$ cat src/rtl/piece_move_ctrl_if.sv
`default_nettype none
// ============================================================================
// Module   : piece_move_ctrl_if
// Brief    : Move request, spawn/lock and collision-check handshake bundle
//            between the game logic and the piece move controller.
// Revision : 1.0
// ============================================================================
interface piece_move_ctrl_if;
    logic       move_left;
    logic       move_right;
    logic       spawn;
    logic       lock;
    logic       chk_req;
    logic [3:0] chk_x;
    logic       chk_ack;
    logic       chk_ok;
    logic [3:0] piece_x;
    logic       move_done;
    logic       chk_err;

    modport master (
        output move_left, move_right, spawn, lock, chk_ack, chk_ok,
        input  chk_req, chk_x, piece_x, move_done, chk_err
    );

    modport slave (
        input  move_left, move_right, spawn, lock, chk_ack, chk_ok,
        output chk_req, chk_x, piece_x, move_done, chk_err
    );
endinterface
`default_nettype wire

$ cat src/rtl/piece_move_ctrl.sv
`default_nettype none
// ============================================================================
// Module   : piece_move_ctrl
// Brief    : Horizontal piece movement with collision-check handshake,
//            1-deep pending move slot, check timeout and spawn/lock control.
// Revision : 1.0
// ============================================================================
module piece_move_ctrl #(
    parameter int BOARD_W = 10,
    parameter int SPAWN_X = 4,
    parameter int TIMEOUT = 15
) (
    input  wire logic          clk,
    input  wire logic          reset,
    piece_move_ctrl_if.slave   bus
);

    localparam logic [3:0] c_spawn_x  = 4'(SPAWN_X);
    localparam logic [3:0] c_x_max    = 4'(BOARD_W - 1);
    localparam logic [3:0] c_cnt_last = 4'(TIMEOUT - 1);

    typedef enum logic [1:0] {
        IDLE   = 2'd0,
        CHECK  = 2'd1,
        COMMIT = 2'd2,
        LOCKED = 2'd3
    } state_t;

    state_t     r_state;
    state_t     w_state_nxt;
    logic [3:0] r_piece_x;
    logic [3:0] w_piece_x_nxt;
    logic [3:0] r_chk_x;
    logic [3:0] w_chk_x_nxt;
    logic       r_pend_vld;
    logic       w_pend_vld_nxt;
    logic       r_pend_left;
    logic       w_pend_left_nxt;
    logic [3:0] r_cnt;
    logic [3:0] w_cnt_nxt;
    logic       r_chk_err;
    logic       w_chk_err_nxt;
    logic       w_commit;
    logic       w_req_vld;
    logic       w_req_left;
    logic       w_in_vld;
    logic       w_in_left;

    // Simultaneous left+right cancels out.
    assign w_in_vld  = bus.move_left ^ bus.move_right;
    assign w_in_left = bus.move_left;

    always_ff @(posedge clk) begin
        if (!reset) begin
            r_state     <= IDLE;
            r_piece_x   <= c_spawn_x;
            r_chk_x     <= c_spawn_x;
            r_pend_vld  <= 1'b0;
            r_pend_left <= 1'b0;
            r_cnt       <= '0;
            r_chk_err   <= 1'b0;
        end else begin
            r_state     <= w_state_nxt;
            r_piece_x   <= w_piece_x_nxt;
            r_chk_x     <= w_chk_x_nxt;
            r_pend_vld  <= w_pend_vld_nxt;
            r_pend_left <= w_pend_left_nxt;
            r_cnt       <= w_cnt_nxt;
            r_chk_err   <= w_chk_err_nxt;
        end
    end

    always_comb begin
        w_state_nxt     = r_state;
        w_piece_x_nxt   = r_piece_x;
        w_chk_x_nxt     = r_chk_x;
        w_pend_vld_nxt  = r_pend_vld;
        w_pend_left_nxt = r_pend_left;
        w_cnt_nxt       = r_cnt;
        w_chk_err_nxt   = 1'b0;
        w_commit        = 1'b0;
        w_req_vld       = 1'b0;
        w_req_left      = 1'b0;

        if (bus.spawn) begin
            w_state_nxt    = IDLE;
            w_piece_x_nxt  = c_spawn_x;
            w_chk_x_nxt    = c_spawn_x;
            w_pend_vld_nxt = 1'b0;
            w_cnt_nxt      = '0;
        end else if (bus.lock && (r_state != LOCKED)) begin
            w_state_nxt    = LOCKED;
            w_pend_vld_nxt = 1'b0;
            w_cnt_nxt      = '0;
        end else begin
            case (r_state)
                IDLE: begin
                    w_cnt_nxt = '0;
                    // A stored move goes first; a fresh pulse this cycle takes its place in the slot.
                    if (r_pend_vld) begin
                        w_req_vld       = 1'b1;
                        w_req_left      = r_pend_left;
                        w_pend_vld_nxt  = w_in_vld;
                        w_pend_left_nxt = w_in_left;
                    end else begin
                        w_req_vld  = w_in_vld;
                        w_req_left = w_in_left;
                    end
                    if (w_req_vld) begin
                        if (w_req_left && (r_piece_x != 4'd0)) begin
                            w_chk_x_nxt = r_piece_x - 4'd1;
                            w_state_nxt = CHECK;
                        end else if (!w_req_left && (r_piece_x < c_x_max)) begin
                            w_chk_x_nxt = r_piece_x + 4'd1;
                            w_state_nxt = CHECK;
                        end
                    end
                end
                CHECK: begin
                    if (w_in_vld && !r_pend_vld) begin
                        w_pend_vld_nxt  = 1'b1;
                        w_pend_left_nxt = w_in_left;
                    end
                    if (bus.chk_ack) begin
                        w_state_nxt = bus.chk_ok ? COMMIT : IDLE;
                        w_cnt_nxt   = '0;
                    end else if (r_cnt >= c_cnt_last) begin
                        w_state_nxt    = IDLE;
                        w_chk_err_nxt  = 1'b1;
                        w_pend_vld_nxt = 1'b0;
                        w_cnt_nxt      = '0;
                    end else begin
                        w_cnt_nxt = r_cnt + 4'd1;
                    end
                end
                COMMIT: begin
                    if (w_in_vld && !r_pend_vld) begin
                        w_pend_vld_nxt  = 1'b1;
                        w_pend_left_nxt = w_in_left;
                    end
                    w_commit      = 1'b1;
                    w_piece_x_nxt = r_chk_x;
                    w_state_nxt   = IDLE;
                end
                LOCKED: begin
                    w_cnt_nxt = '0;
                end
            endcase
        end
    end

    // The new column is visible during COMMIT itself; a same-cycle lock or spawn cancels it.
    assign bus.piece_x   = w_commit ? r_chk_x : r_piece_x;
    assign bus.move_done = w_commit;
    assign bus.chk_req   = (r_state == CHECK);
    assign bus.chk_x     = r_chk_x;
    assign bus.chk_err   = r_chk_err;

endmodule
`default_nettype wire

$ cat src/flat_wrapper.sv
// flat-port wrapper written by rule: the top's interface ports become plain ports
module piece_move_ctrl_flat 
#(
    parameter int BOARD_W = 10,
    parameter int SPAWN_X = 4,
    parameter int TIMEOUT = 15
)
  (clk, reset, bus_move_left, bus_move_right, bus_spawn, bus_lock, bus_chk_ack, bus_chk_ok, bus_chk_req, bus_chk_x, bus_piece_x, bus_move_done, bus_chk_err);
  piece_move_ctrl_if bus_i ();
  input  wire logic clk;
  input  wire logic reset;
  input wire logic [$bits(bus_i.move_left)-1:0] bus_move_left;
  input wire logic [$bits(bus_i.move_right)-1:0] bus_move_right;
  input wire logic [$bits(bus_i.spawn)-1:0] bus_spawn;
  input wire logic [$bits(bus_i.lock)-1:0] bus_lock;
  input wire logic [$bits(bus_i.chk_ack)-1:0] bus_chk_ack;
  input wire logic [$bits(bus_i.chk_ok)-1:0] bus_chk_ok;
  output wire logic [$bits(bus_i.chk_req)-1:0] bus_chk_req;
  output wire logic [$bits(bus_i.chk_x)-1:0] bus_chk_x;
  output wire logic [$bits(bus_i.piece_x)-1:0] bus_piece_x;
  output wire logic [$bits(bus_i.move_done)-1:0] bus_move_done;
  output wire logic [$bits(bus_i.chk_err)-1:0] bus_chk_err;
  assign bus_i.move_left = bus_move_left;
  assign bus_i.move_right = bus_move_right;
  assign bus_i.spawn = bus_spawn;
  assign bus_i.lock = bus_lock;
  assign bus_i.chk_ack = bus_chk_ack;
  assign bus_i.chk_ok = bus_chk_ok;
  assign bus_chk_req = bus_i.chk_req;
  assign bus_chk_x = bus_i.chk_x;
  assign bus_piece_x = bus_i.piece_x;
  assign bus_move_done = bus_i.move_done;
  assign bus_chk_err = bus_i.chk_err;
  piece_move_ctrl #(.BOARD_W(BOARD_W), .SPAWN_X(SPAWN_X), .TIMEOUT(TIMEOUT)) u_core (.clk(clk), .reset(reset), .bus(bus_i));
endmodule
$ cat config.mk
export PLATFORM = sky130hd
export DESIGN_NAME = piece_move_ctrl_flat
export DESIGN_NICKNAME = d
export VERILOG_FILES = /design/src/rtl/piece_move_ctrl_if.sv /design/src/rtl/piece_move_ctrl.sv /design/src/flat_wrapper.sv
export SDC_FILE = /design/constraint.sdc
export NUM_CORES = 1
export LEC_CHECK = 0
export ABC_AREA = 1
export ABC_CLOCK_PERIOD_IN_PS = 3300
export BUFFER_PORTS_ARGS = -buffer_cell sky130_fd_sc_hd__buf_2
export CORE_ASPECT_RATIO = 1.4
export CORE_MARGIN = 1
export CORE_UTILIZATION = 59
export CTS_BUF_LIST = sky130_fd_sc_hd__clkbuf_4 sky130_fd_sc_hd__clkbuf_8
export DETAILED_ROUTE_END_ITERATION = 8
export PLACE_DENSITY = 0.83
export SKIP_CTS_REPAIR_TIMING = 1
export SLEW_MARGIN = 25
export SYNTH_ARGS = -nofsm -noshare
export SYNTH_HDL_FRONTEND = slang
export SYNTH_SLANG_ARGS = --single-unit
$ cat constraint.sdc
create_clock -name clk -period 3.3 [get_ports clk]
set_clock_uncertainty 0.2 [all_clocks]
set_input_delay 0.33 -clock clk [delete_from_list [all_inputs] [get_ports clk]]
set_output_delay 0.33 -clock clk [all_outputs]
set_load 0.1 [all_outputs]
======== After elaboration in Yosys (flattened, before gate mapping) ========
Index checks and enable logic that the tools add are counted.
word-level totals
  bits of input ports ..................... 8
  output and inout bits ................... 11
  flip-flop bits (word level) ............. 17
  logic and storage cells ................. 82
operators by class
  eq/ne operators ......................... 9
  add/sub/neg operators ................... 3
  $lt $le $gt $ge ......................... 2
  bitwise logic cells ..................... 5
  multiplexer cells ....................... 34
  reductions and logical operators ........ 22
operators by type and width
  cell                   number
  $mux W4                5
  $mux W1                18
  $mux W2                7
  $add A4 B1 Y4 const B  2
  $pmux W4 S2            1
  $reduce_and A4 Y1      2
  $reduce_bool A4 Y1     2
  $pmux W2 S3            1
  $reduce_bool A2 Y1     3
  $reduce_or A2 Y1       3
  $reduce_and A5 Y1      1
  $reduce_or A5 Y1       1
  $eq A2 B2 Y1 const B   2
  $ge A4 B4 Y1 const B   1
  $logic_and A1 B1 Y1    4
  $lt A4 B4 Y1 const B   1
  $ne A2 B1 Y1 const B   2
  $ne A4 B1 Y1 const B   1
  $ne A4 B2 Y1 const B   1
  $not A1 Y1             4
  $sub A4 B1 Y4 const B  1
  $ne A3 B1 Y1 const B   1
  $pmux W1 S3            1
  $reduce_bool A3 Y1     1
  8 further kinds        9

======== Logic depth before layout (Yosys ltp) ========
Gate-level depths: netlist of run 1.
  depth after elaboration ................. 11
  depth in mapped cells ................... 12
  depth with buffers taken out ............ 12

======== Worst setup path after synthesis of run 1 ========
OpenSTA, ideal clock, no wires.
  path type ............................... flip-flop to output port
  from .................................... reg u_core.r_state[1]
  to ...................................... out bus_piece_x[0]
  required time ........................... 2770 ps
  path slack .............................. -43 ps
  stages on the path, launching flop included .. 7
  arrival ................................. 2813 ps
  buffers on the path ..................... 0
  cells stage by stage .................... dfxtp_1 > ha_1 > nor2_4 > nor2_2 > inv_1 > nor2_2 > o22ai_1
on the way
  cells in the longest elaborated chain, start to end .. 5
  elaborated cells between the ends (all ways) .. 7
  classes of those cells .................. eq/ne: 2; mux: 4; reduce/logical: 1
RTL lines
  what                                                   RTL line                                      text
  start, declared                                        piece_move_ctrl.sv:29                         state_t r_state;
  start signal, assigned                                 piece_move_ctrl.sv:63                         r_state <= w_state_nxt;
  $eq A2 B2 Y1 / $ne A2 B2 Y1 (equally long branches)    piece_move_ctrl.sv:96, piece_move_ctrl.sv:91
  $mux W1 / $logic_and A1 B1 Y1 (equally long branches)  piece_move_ctrl.sv:96, piece_move_ctrl.sv:91
  $mux W1 (*)                                            piece_move_ctrl.sv:91                         end else if (bus.lock && (r_state != LOCKED)) begin
  $mux W1 (*)                                            piece_move_ctrl.sv:85                         if (bus.spawn) begin
  via bus_move_done                                      flat_wrapper.sv:21                            output wire logic [$bits(bus_i.move_done)-1:0] bus_move_done;
  $mux W4 (*)                                            piece_move_ctrl.sv:153                        assign bus.piece_x = w_commit ? r_chk_x : r_piece_x;
  end, declared                                          flat_wrapper.sv:20                            output wire logic [$bits(bus_i.piece_x)-1:0] bus_piece_x;
Mark *: on every way through the listed nets, which the timed path passes. The rest lies on a longest branch.

======== Final worst setup path of run 1 ========
  from .................................... reg u_core.r_state[0]
  to ...................................... out bus_piece_x[0]
on the way
  cells in the longest elaborated chain, start to end .. 5
  elaborated cells between the ends (all ways) .. 7
  classes of those cells .................. eq/ne: 2; mux: 4; reduce/logical: 1
RTL lines
  what                                                   RTL line
  $eq A2 B2 Y1 / $ne A2 B2 Y1 (equally long branches)    piece_move_ctrl.sv:96, piece_move_ctrl.sv:91
  $mux W1 / $logic_and A1 B1 Y1 (equally long branches)  piece_move_ctrl.sv:96, piece_move_ctrl.sv:91
  $mux W1 (*)                                            piece_move_ctrl.sv:91
  $mux W1 (*)                                            piece_move_ctrl.sv:85
  $mux W4 (*)                                            piece_move_ctrl.sv:153
Mark *: on every way between the ends. The rest lies on a longest branch, timed or not.

==> results of run 1 <==
cells by family (layout without fill, tap and decap cells):
group	Yosys count	count (layout)	synth area share (%)
compound gates	30	30	15.21
simple gates	76	76	33.79
buf+inv	27	49	8.553
xor+xnor	2	2	1.479
flops	17	17	28.72
fa+ha+maj	11	11	12.25
synth_stat cells, types with 2 or more instances:
cell type / count
sky130_fd_sc_hd__nor2_4: 2
sky130_fd_sc_hd__a21oi_1: 14
sky130_fd_sc_hd__nand4_1: 3
sky130_fd_sc_hd__nand2_2: 4
sky130_fd_sc_hd__o21ai_0: 4
sky130_fd_sc_hd__o211ai_1: 2
sky130_fd_sc_hd__nor2_2: 3
sky130_fd_sc_hd__nand2_1: 32
sky130_fd_sc_hd__nor4_1: 2
sky130_fd_sc_hd__inv_1: 23
sky130_fd_sc_hd__dfxtp_1: 17
sky130_fd_sc_hd__nand2_4: 4
sky130_fd_sc_hd__nand3_1: 8
sky130_fd_sc_hd__inv_2: 4
sky130_fd_sc_hd__nor2_1: 16
sky130_fd_sc_hd__o22ai_1: 4
sky130_fd_sc_hd__o21ai_2: 2
sky130_fd_sc_hd__ha_1: 10
flip-flops by register name (all words and copies together), names as in the netlist:
name and count:
u_core.r_cnt 4, u_core.r_piece_x 4, u_core.r_state 2, u_core.r_pend_left 1, u_core.bus.chk_x 4, u_core.bus.chk_err 1
u_core.r_pend_vld 1
per-layer routing:
| layer | share of wire (%) | global-route usage (%) | wire length, um | vias up |
|---|---|---|---|---|
| met4 | 2.8 | 12.64 | 73 | 0 |
| met2 | 56 | 54.84 | 1483 | 40 |
| met5 | 0 | 0 | 0 | - |
| li1 | - | - | - | 577 |
| met3 | 3.9 | 5.200 | 104 | 11 |
| met1 | 37 | 24.69 | 982 | 514 |
stage by stage:
step	hold WS, ns	worst slack [ns]	instances	power (mW)	TNS, ns
floorplan	0.2072	-0.04264	163	0.3192	-0.1706
global placement	0.2742	1.114	201	0.3421	0
detailed placement	0.2763	1.002	201	0.3460	0
CTS	0.04600	0.6482	205	0.4590	0
global route	0.04635	0.5048	205	0.4811	0
finish	0.04958	0.6434	205	0.4591	0
worst max path at each step:
| stage | start | endpoint | slack, ns |
|---|---|---|---|
| floorplan | u_core.r_state[1] | bus_piece_x[0] | -0.04 |
| global placement | u_core.r_state[0] | bus_piece_x[3] | 1.11 |
| detailed placement | u_core.r_state[0] | bus_piece_x[0] | 1.00 |
| CTS | u_core.r_state[0] | bus_piece_x[0] | 0.65 |
| global route | u_core.r_state[0] | bus_piece_x[0] | 0.50 |
| finish | u_core.r_state[0] | bus_piece_x[0] | 0.64 |
final cells by class:
type | count | share of cell area [%]
multi-input combinational | 119 | 55.99
sequential | 17 | 25.64
inverter | 27 | 7.634
timing repair buffer | 18 | 6.786
tap | 20 | 1.885
clock buffer | 3 | 1.697
clock inverter | 1 | 0.3770
where the power goes:
group          internal, mW  switching [mW]
logic                0.0358          0.0921
registers             0.209         0.00496
clock network        0.0453          0.0714
total                 0.291           0.169
==> results.txt, run 1 <==
The die span in x is 39.88 um. The latest clock arrival within the worst-skew pair is 0.30 ns. After synthesis, the netlist uses 27 different library cells.

0 antenna diodes ended up in the layout. Setup repair after global routing left no endpoint under its margin. The largest incremental delay on the critical path is 0.45 ns. The cell depth of the worst flop-to-flop path came out at 11. For this configuration, the core starts out at a cell density of 64.95%. The worst endpoint data arrival time is 2.13 ns. The number of cell rows came out at 18. The count of unresolved DRC violations after routing came out at 0. The tree is rooted in a sky130_fd_sc_hd__clkbuf_4. The post-detailed-route count of antenna-violating nets is 0. Clock tree synthesis found a total of 17 sinks. The post-synthesis instance area is 0.001185 mm^2. The worst hold path belongs to the class in -> reg. The proportion of layout cells with a drive suffix above 1 is 23.78%. The number of enable-type register cells in the synthesized netlist came out at 0. TritonCTS built the clock tree.

Input and output buffers added on the ports amount to 18. The die outline height came out at 55.03 um. The final design area excluding fillers came out at 0.001328 mm^2. At the pin with the least slew margin, the transition time is 0.4852 ns.

The flow ran to the end, and the final reports show no timing, DRC or antenna violations. The number of clock buffers inserted by TritonCTS is 3. Across the run, the number of max-cap violations was 0. The power density over the cells came out at 345.8 mW/mm^2.

The startpoint kind of the worst setup timing path is a register. In this run the most critical hold path is launched from bus_chk_ack. In this design, the critical path's most frequently occurring cell is sky130_fd_sc_hd__nor2_2. The aggregate routed wire length came out at 2.643 mm.

The number of antenna violations at the first check in global routing is 0. The share of synthesized flip-flops with an asynchronous set or reset is 0%. STA puts the critical path data required time at 2.77 ns. The cell class contributing the biggest share of worst-path delay is buffers and inverters.

The clock slew seen by the registers of the worst setup and hold paths is 0.10 ns. The average cell area after synthesis came out at 7.269 um^2. The highest clock frequency the design can meet is 376.4 MHz. The post-detailed-placement cell area came out at 0.001300 mm^2.

The dominant register cell in the synthesized netlist is sky130_fd_sc_hd__dfxtp_1. The register area is 340.3 um^2. The count of pins over their slew limit is 0. The startpoint identified for the worst register-to-register timing path is u_core.r_piece_x[1]. The number of vias after detailed routing is 1142. The number of global-route vias before repair is 1023. The slowest stage of the critical path is the sky130_fd_sc_hd__buf_2 cell. The maximum root-to-sink buffer count came out at 2. The area share of the leading cell type in the synthesized netlist is 28.72%. The sequential element share of the synthesized area is 28.72%. The ratio of routed vias to standard cells came out at 5.571.

The count of buffering cells on the critical path with inverters included is 2. The level count of the clock H-tree came out at 1. The number of storage elements in the synthesis netlist is 17. The final setup violation count is 0. For this design the top-level I/O count stands at 19. The count of final hold-check violations is 0.

Once layout is complete, the utilization of the core stands at 72.77%. The critical path goes through ha_1 -> nor2_4 -> nor2_2 -> inv_1 -> nor2_2 -> o22ai_1 -> buf_2. The area growth from synthesis to layout is 12.04%. The cell type with the highest aggregate area in the netlist is sky130_fd_sc_hd__dfxtp_1. The setup path with the least slack is of type reg -> out. The top cell types in the final layout, fill and taps aside, are sky130_fd_sc_hd__nand2_1 (32), sky130_fd_sc_hd__inv_1 (23), sky130_fd_sc_hd__buf_2 (18). The HPWL after detailed placement came out at 2.143 mm.

The worst hold path cell count is 2. The filler cells instantiated in the layout total 153. The cell count along the critical path came out at 7.

The area taken by multi-input logic gates is 743.2 um^2. Entering global routing, the biggest net connects 11 pins. The worst register-to-register path has a setup slack of 1.32 ns.

The global-route wire length before repair came out at 4.071 mm. The highest fanout seen on the critical path came out at 7. By area the synthesized netlist is led by sky130_fd_sc_hd__dfxtp_1 (29%), sky130_fd_sc_hd__ha_1 (11%), sky130_fd_sc_hd__nand2_1 (10%). The weighted congestion reported at the end of routability-driven placement came out at 0.8458.

The library cell used most frequently in the layout, excluding fill and tap cells, is sky130_fd_sc_hd__nand2_1. STA classifies the critical path endpoint as an output pin. The total number of yosys warnings came out at 0. The average detailed-routed wire length per instance is 12.89 um. Headroom to the max-slew limit came out at 67.88%.

In this run the critical register-to-register path is captured at u_core.bus.chk_x[3]. The layout net count is 205. The number of instances in the synthesized netlist came out at 163.

The number of nets in the synthesized netlist is 182. The maximum vdd drop is 0.3141 mV. The leakage power of the design came out at 0.6064 nW. The initial detailed-routing violation count came out at 38. The placeable core region came out at 0.001824 mm^2. The first-pass iteration count of the detailed router came out at 4. The floorplan step defined a die boundary enclosing 0.002194 mm^2. The total overflow reported by the global router came out at 0. The shortest clock period the worst path allows after layout is 2.657 ns.

The final clock period utilization by the worst path is 80.50%. For hold timing, the worst endpoint is u_core.bus.chk_err. The overall global routing resource usage came out at 27.49%.
No activity file was read; power rests on OpenSTA's default activity.
==> run 2, diff against run 1 <==
ABC_AREA = 0   (was 1)
ABC_CLOCK_PERIOD_IN_PS = 2200   (was 3300)
CORE_UTILIZATION = 52   (was 59)
PLACE_DENSITY = 0.78   (was 0.83)
clock period = 2.2 ns   (was 3.3 ns; I/O delays follow)
==> run 2 against run 1 <==
The run now ends with negative setup slack left. Area after synthesis shrank 4.8%. Largest power group unchanged. Final area grew 22%. Critical path depth grew 2. Core utilization grew 8.3 points. Wire length grew 2.7%. Critical endpoint is now u_core.bus.chk_x[3]. Sequential share of layout area shrank 4.0 points. Final cell count shrank 6.3%. First-iteration DRC count shrank 61%.
==> results.txt, run 2 <==
Compared with the post-synthesis result, the final layout area differs by 43.46%. The average cell area after synthesis is 8.486 um^2 (+17%). The die outline height was 57.12 um (+3.8%). The worst endpoint data arrival time came out at 2.35 ns (+0.22 ns). The total I/O pin count was 19 (unchanged). The antenna diode count is 0 (unchanged). The clock slew seen by the registers of the worst setup and hold paths came to 0.10 ns (about the same). The run finished, with violations left. The met1 global-route usage is 25.25% (+0.56 points).

The number of antenna violations at the first check in global routing came out at 0 (unchanged). The proportion of layout cells with a drive suffix above 1 is 38.01% (+14 points). The number of enable-type register cells in the synthesized netlist is 0 (unchanged). The maximum vdd drop came out at 0.4137 mV (+32%). Setup repair after global routing could not meet its margin everywhere. The top cell types in the final layout, fill and taps aside, are sky130_fd_sc_hd__nor2_1 (16), sky130_fd_sc_hd__buf_4 (16), sky130_fd_sc_hd__buf_2 (13), sky130_fd_sc_hd__dfxtp_1 (13), sky130_fd_sc_hd__a21oi_1 (10). The pin count of the biggest net entering global routing came out at 10 (-1).

The post-synthesis instance area is 0.001129 mm^2 (-4.8%). met2 is the most crowded layer. The initial core utilization is 56.52% (-8.4 points). The overall global routing resource usage is 26.43% (-1.1 points). The aggregate routed wire length is 2.715 mm (+2.7%). The number of cell rows is 19 (+1). The number of fillers in the final layout is 127 (-17%). The die span in x is 41.38 um (+3.8%). The number of clock buffers inserted by TritonCTS is 3 (unchanged). The post-layout total power came out at 0.7267 mW (+58%). The worst max-slew margin expressed relative to the limit came out at 67.40% (-0.48 points).

The first-pass iteration count of the detailed router is 4 (unchanged). By startpoint and endpoint, the worst setup path is classified as reg -> reg. The HPWL after detailed placement came to 2.103 mm (-1.9%). The net count after synthesis came to 152 (-16%).

The maximum root-to-sink buffer count came out at 2 (unchanged). The latest clock arrival within the worst-skew pair was 0.30 ns (about the same). The total overflow reported by the global router is 0 (unchanged). The layout net count was 191 (-6.8%). The largest incremental delay on the critical path came out at 0.40 ns (-0.05 ns). The total number of yosys warnings came out at 0 (unchanged). The global-route wire length before repair is 4.326 mm (+6.3%).

The number of vias after detailed routing came out at 1110 (-2.8%). The commonest cells after synthesis are sky130_fd_sc_hd__dfxtp_1 (17), sky130_fd_sc_hd__nor2_1 (17), sky130_fd_sc_hd__a21oi_1 (11), sky130_fd_sc_hd__nand2_1 (11), sky130_fd_sc_hd__ha_1 (10). The global-route track usage on met3 was 3.891% (-1.3 points). The count of final hold-check violations is 0 (unchanged). The slowest stage of the critical path is the sky130_fd_sc_hd__or3_4 cell.

Counting I/O delays and the setup requirement, the final critical path takes 2.347 ns. Sorting the synthesized cells by area gives the leading types as sky130_fd_sc_hd__dfxtp_1 (30%), sky130_fd_sc_hd__ha_1 (11%), sky130_fd_sc_hd__nor2_1 (5.7%). CTS placed an instance of sky130_fd_sc_hd__clkbuf_4 at the clock tree root. The level count of the clock H-tree came to 1 (unchanged). The dominant register cell in the synthesized netlist is sky130_fd_sc_hd__dfxtp_1. The sequential element share of the synthesized area is 30.16% (+1.4 points). The power density over the cells is 448.8 mW/mm^2 (+30%).

The number of instances in the synthesized netlist is 133 (-18%). The critical path goes through or3_4 -> o21ai_4 -> inv_2 -> ha_4 -> a21o_1 -> a21oi_2 -> mux2_4 -> mux2i_1 -> a21oi_1. The number of distinct library cells after synthesis is 34 (+26%). The die footprint is 0.002363 mm^2 (+7.7%). The number of sinks on the clock net was 17 (unchanged).

The placeable core region came out at 0.001997 mm^2 (+9.5%). The highest fanout seen on the critical path is 2 (-5). Summed over all instances, the cell type with the most area after synthesis is sky130_fd_sc_hd__dfxtp_1. The cell class contributing the biggest share of worst-path delay is compound AO/OA/AOI/OAI gates. The data required time at the worst endpoint is 2.20 ns (-0.57 ns). The final clock period utilization by the worst path came out at 106.7%. In this run the worst hold path is classified as in -> reg. The count of unresolved DRC violations after routing came out at 0 (unchanged).

The setup slack after layout is -0.1467 ns (-0.7901 ns). The area share of the leading cell type in the synthesized netlist came out at 30.16% (+1.4 points). The ratio of routed vias to standard cells came out at 5.781 (+3.8%).

The post-detailed-route count of antenna-violating nets was 0 (unchanged). The count of pins over their slew limit came out at 0 (unchanged). The worst hold-check slack came out at 0.05689 ns (+0.007307 ns). The max-cap check violation count came out at 0 (unchanged). The worst setup path is captured at a register. The final setup violation count is 1 (+1). STA classifies the critical path startpoint as a register. The average detailed-routed wire length per instance is 14.14 um (+9.7%).

The slew at the pin closest to its max-slew limit was 0.4924 ns (+0.007214 ns). The count of buffering cells on the critical path with inverters included is 1 (-1). The share of synthesized flip-flops with an asynchronous set or reset was 0% (unchanged).

The weighted congestion reported at the end of routability-driven placement was 0.8166 (-3.5%). The leakage power of the design is 0.6706 nW (+11%). The TritonCTS clock tree is done. The met2 routing resource usage after global routing is 48.66% (-6.2 points). The number of buffer cells added on primary ports is 18 (unchanged). The number of storage elements in the synthesis netlist came out at 17 (unchanged). The highest clock frequency the design can meet is 426.1 MHz.

The number of global-route vias before repair was 1051 (+2.7%). The initial detailed-routing violation count was 15 (-61%). The final reports fail on negative setup slack.
==> run 2: stage by stage <==
step           util (%)  setup slack [ns]  TNS (ns)  std cells  cell area, um^2
2_1_floorplan         -           -0.1787   -0.7168        133             1250
3_3_place_gp      74.69          -0.04159  -0.04159        181             1491
3_5_place_dp      74.69           -0.1379   -0.1379        181             1491
4_1_cts           76.19           -0.2451   -0.8721        185             1521
5_1_grt           81.08           -0.2553   -0.2674        192             1619
6_report          81.08           -0.1467   -0.1467        192             1619
==> run 2: tightest hold or removal path: stages <==
cell	delay [ns]
sky130_fd_sc_hd__buf_2	0.14
sky130_fd_sc_hd__nor2b_1	0.10
sky130_fd_sc_hd__nand3_1	0.07
==> run 2: cell type report <==
cell class	instances	area, um^2	share of cell area, %
Multi-Input combinational cell	105	862.1	53.25
Sequential cell	17	350.3	21.64
Timing Repair Buffer	37	316.6	19.55
Inverter	8	33.78	2.087
Clock buffer	4	30.03	1.855
Tap cell	21	26.28	1.623
==> run 2: report_power, final <==
group | internal [mW] | total [mW] | leakage, nW | switching [mW]
logic | 0.0812 | 0.214 | 0.513 | 0.133
clock network | 0.0831 | 0.187 | 0.0184 | 0.104
registers | 0.315 | 0.326 | 0.139 | 0.0114
total | 0.479 | 0.727 | 0.671 | 0.248
==> run 2: final timing paths <==
kind | start | to | slack (ns) | cells past startpoint
worst max-delay path | u_core.r_piece_x[2] | u_core.bus.chk_x[3] | -0.15 | 9
worst max register to register | u_core.r_piece_x[2] | u_core.bus.chk_x[3] | -0.15 | 9
worst min-delay path | bus_spawn | u_core.r_piece_x[2] | 0.06 | 3
worst min register to register | u_core.bus.chk_x[3] | u_core.r_piece_x[3] | 0.32 | 2
==> run 2: cell families after synthesis <==
family / share of synthesized area, %
adders and majority gates: 12.86
buffers and inverters: 3.879
DFF: 30.16
xor gates and xnor gates: 2.329
muxes: 8.426
and+or+nand+nor: 22.73
AOI/OAI and AO/OA: 19.62
==> run 2: routing by layer <==
metal / vias up / share of wire (%)
li1: 552 / -
met1: 513 / 37
met2: 35 / 57
met3: 10 / 3.3
met4: 0 / 2.9
met5: - / 0
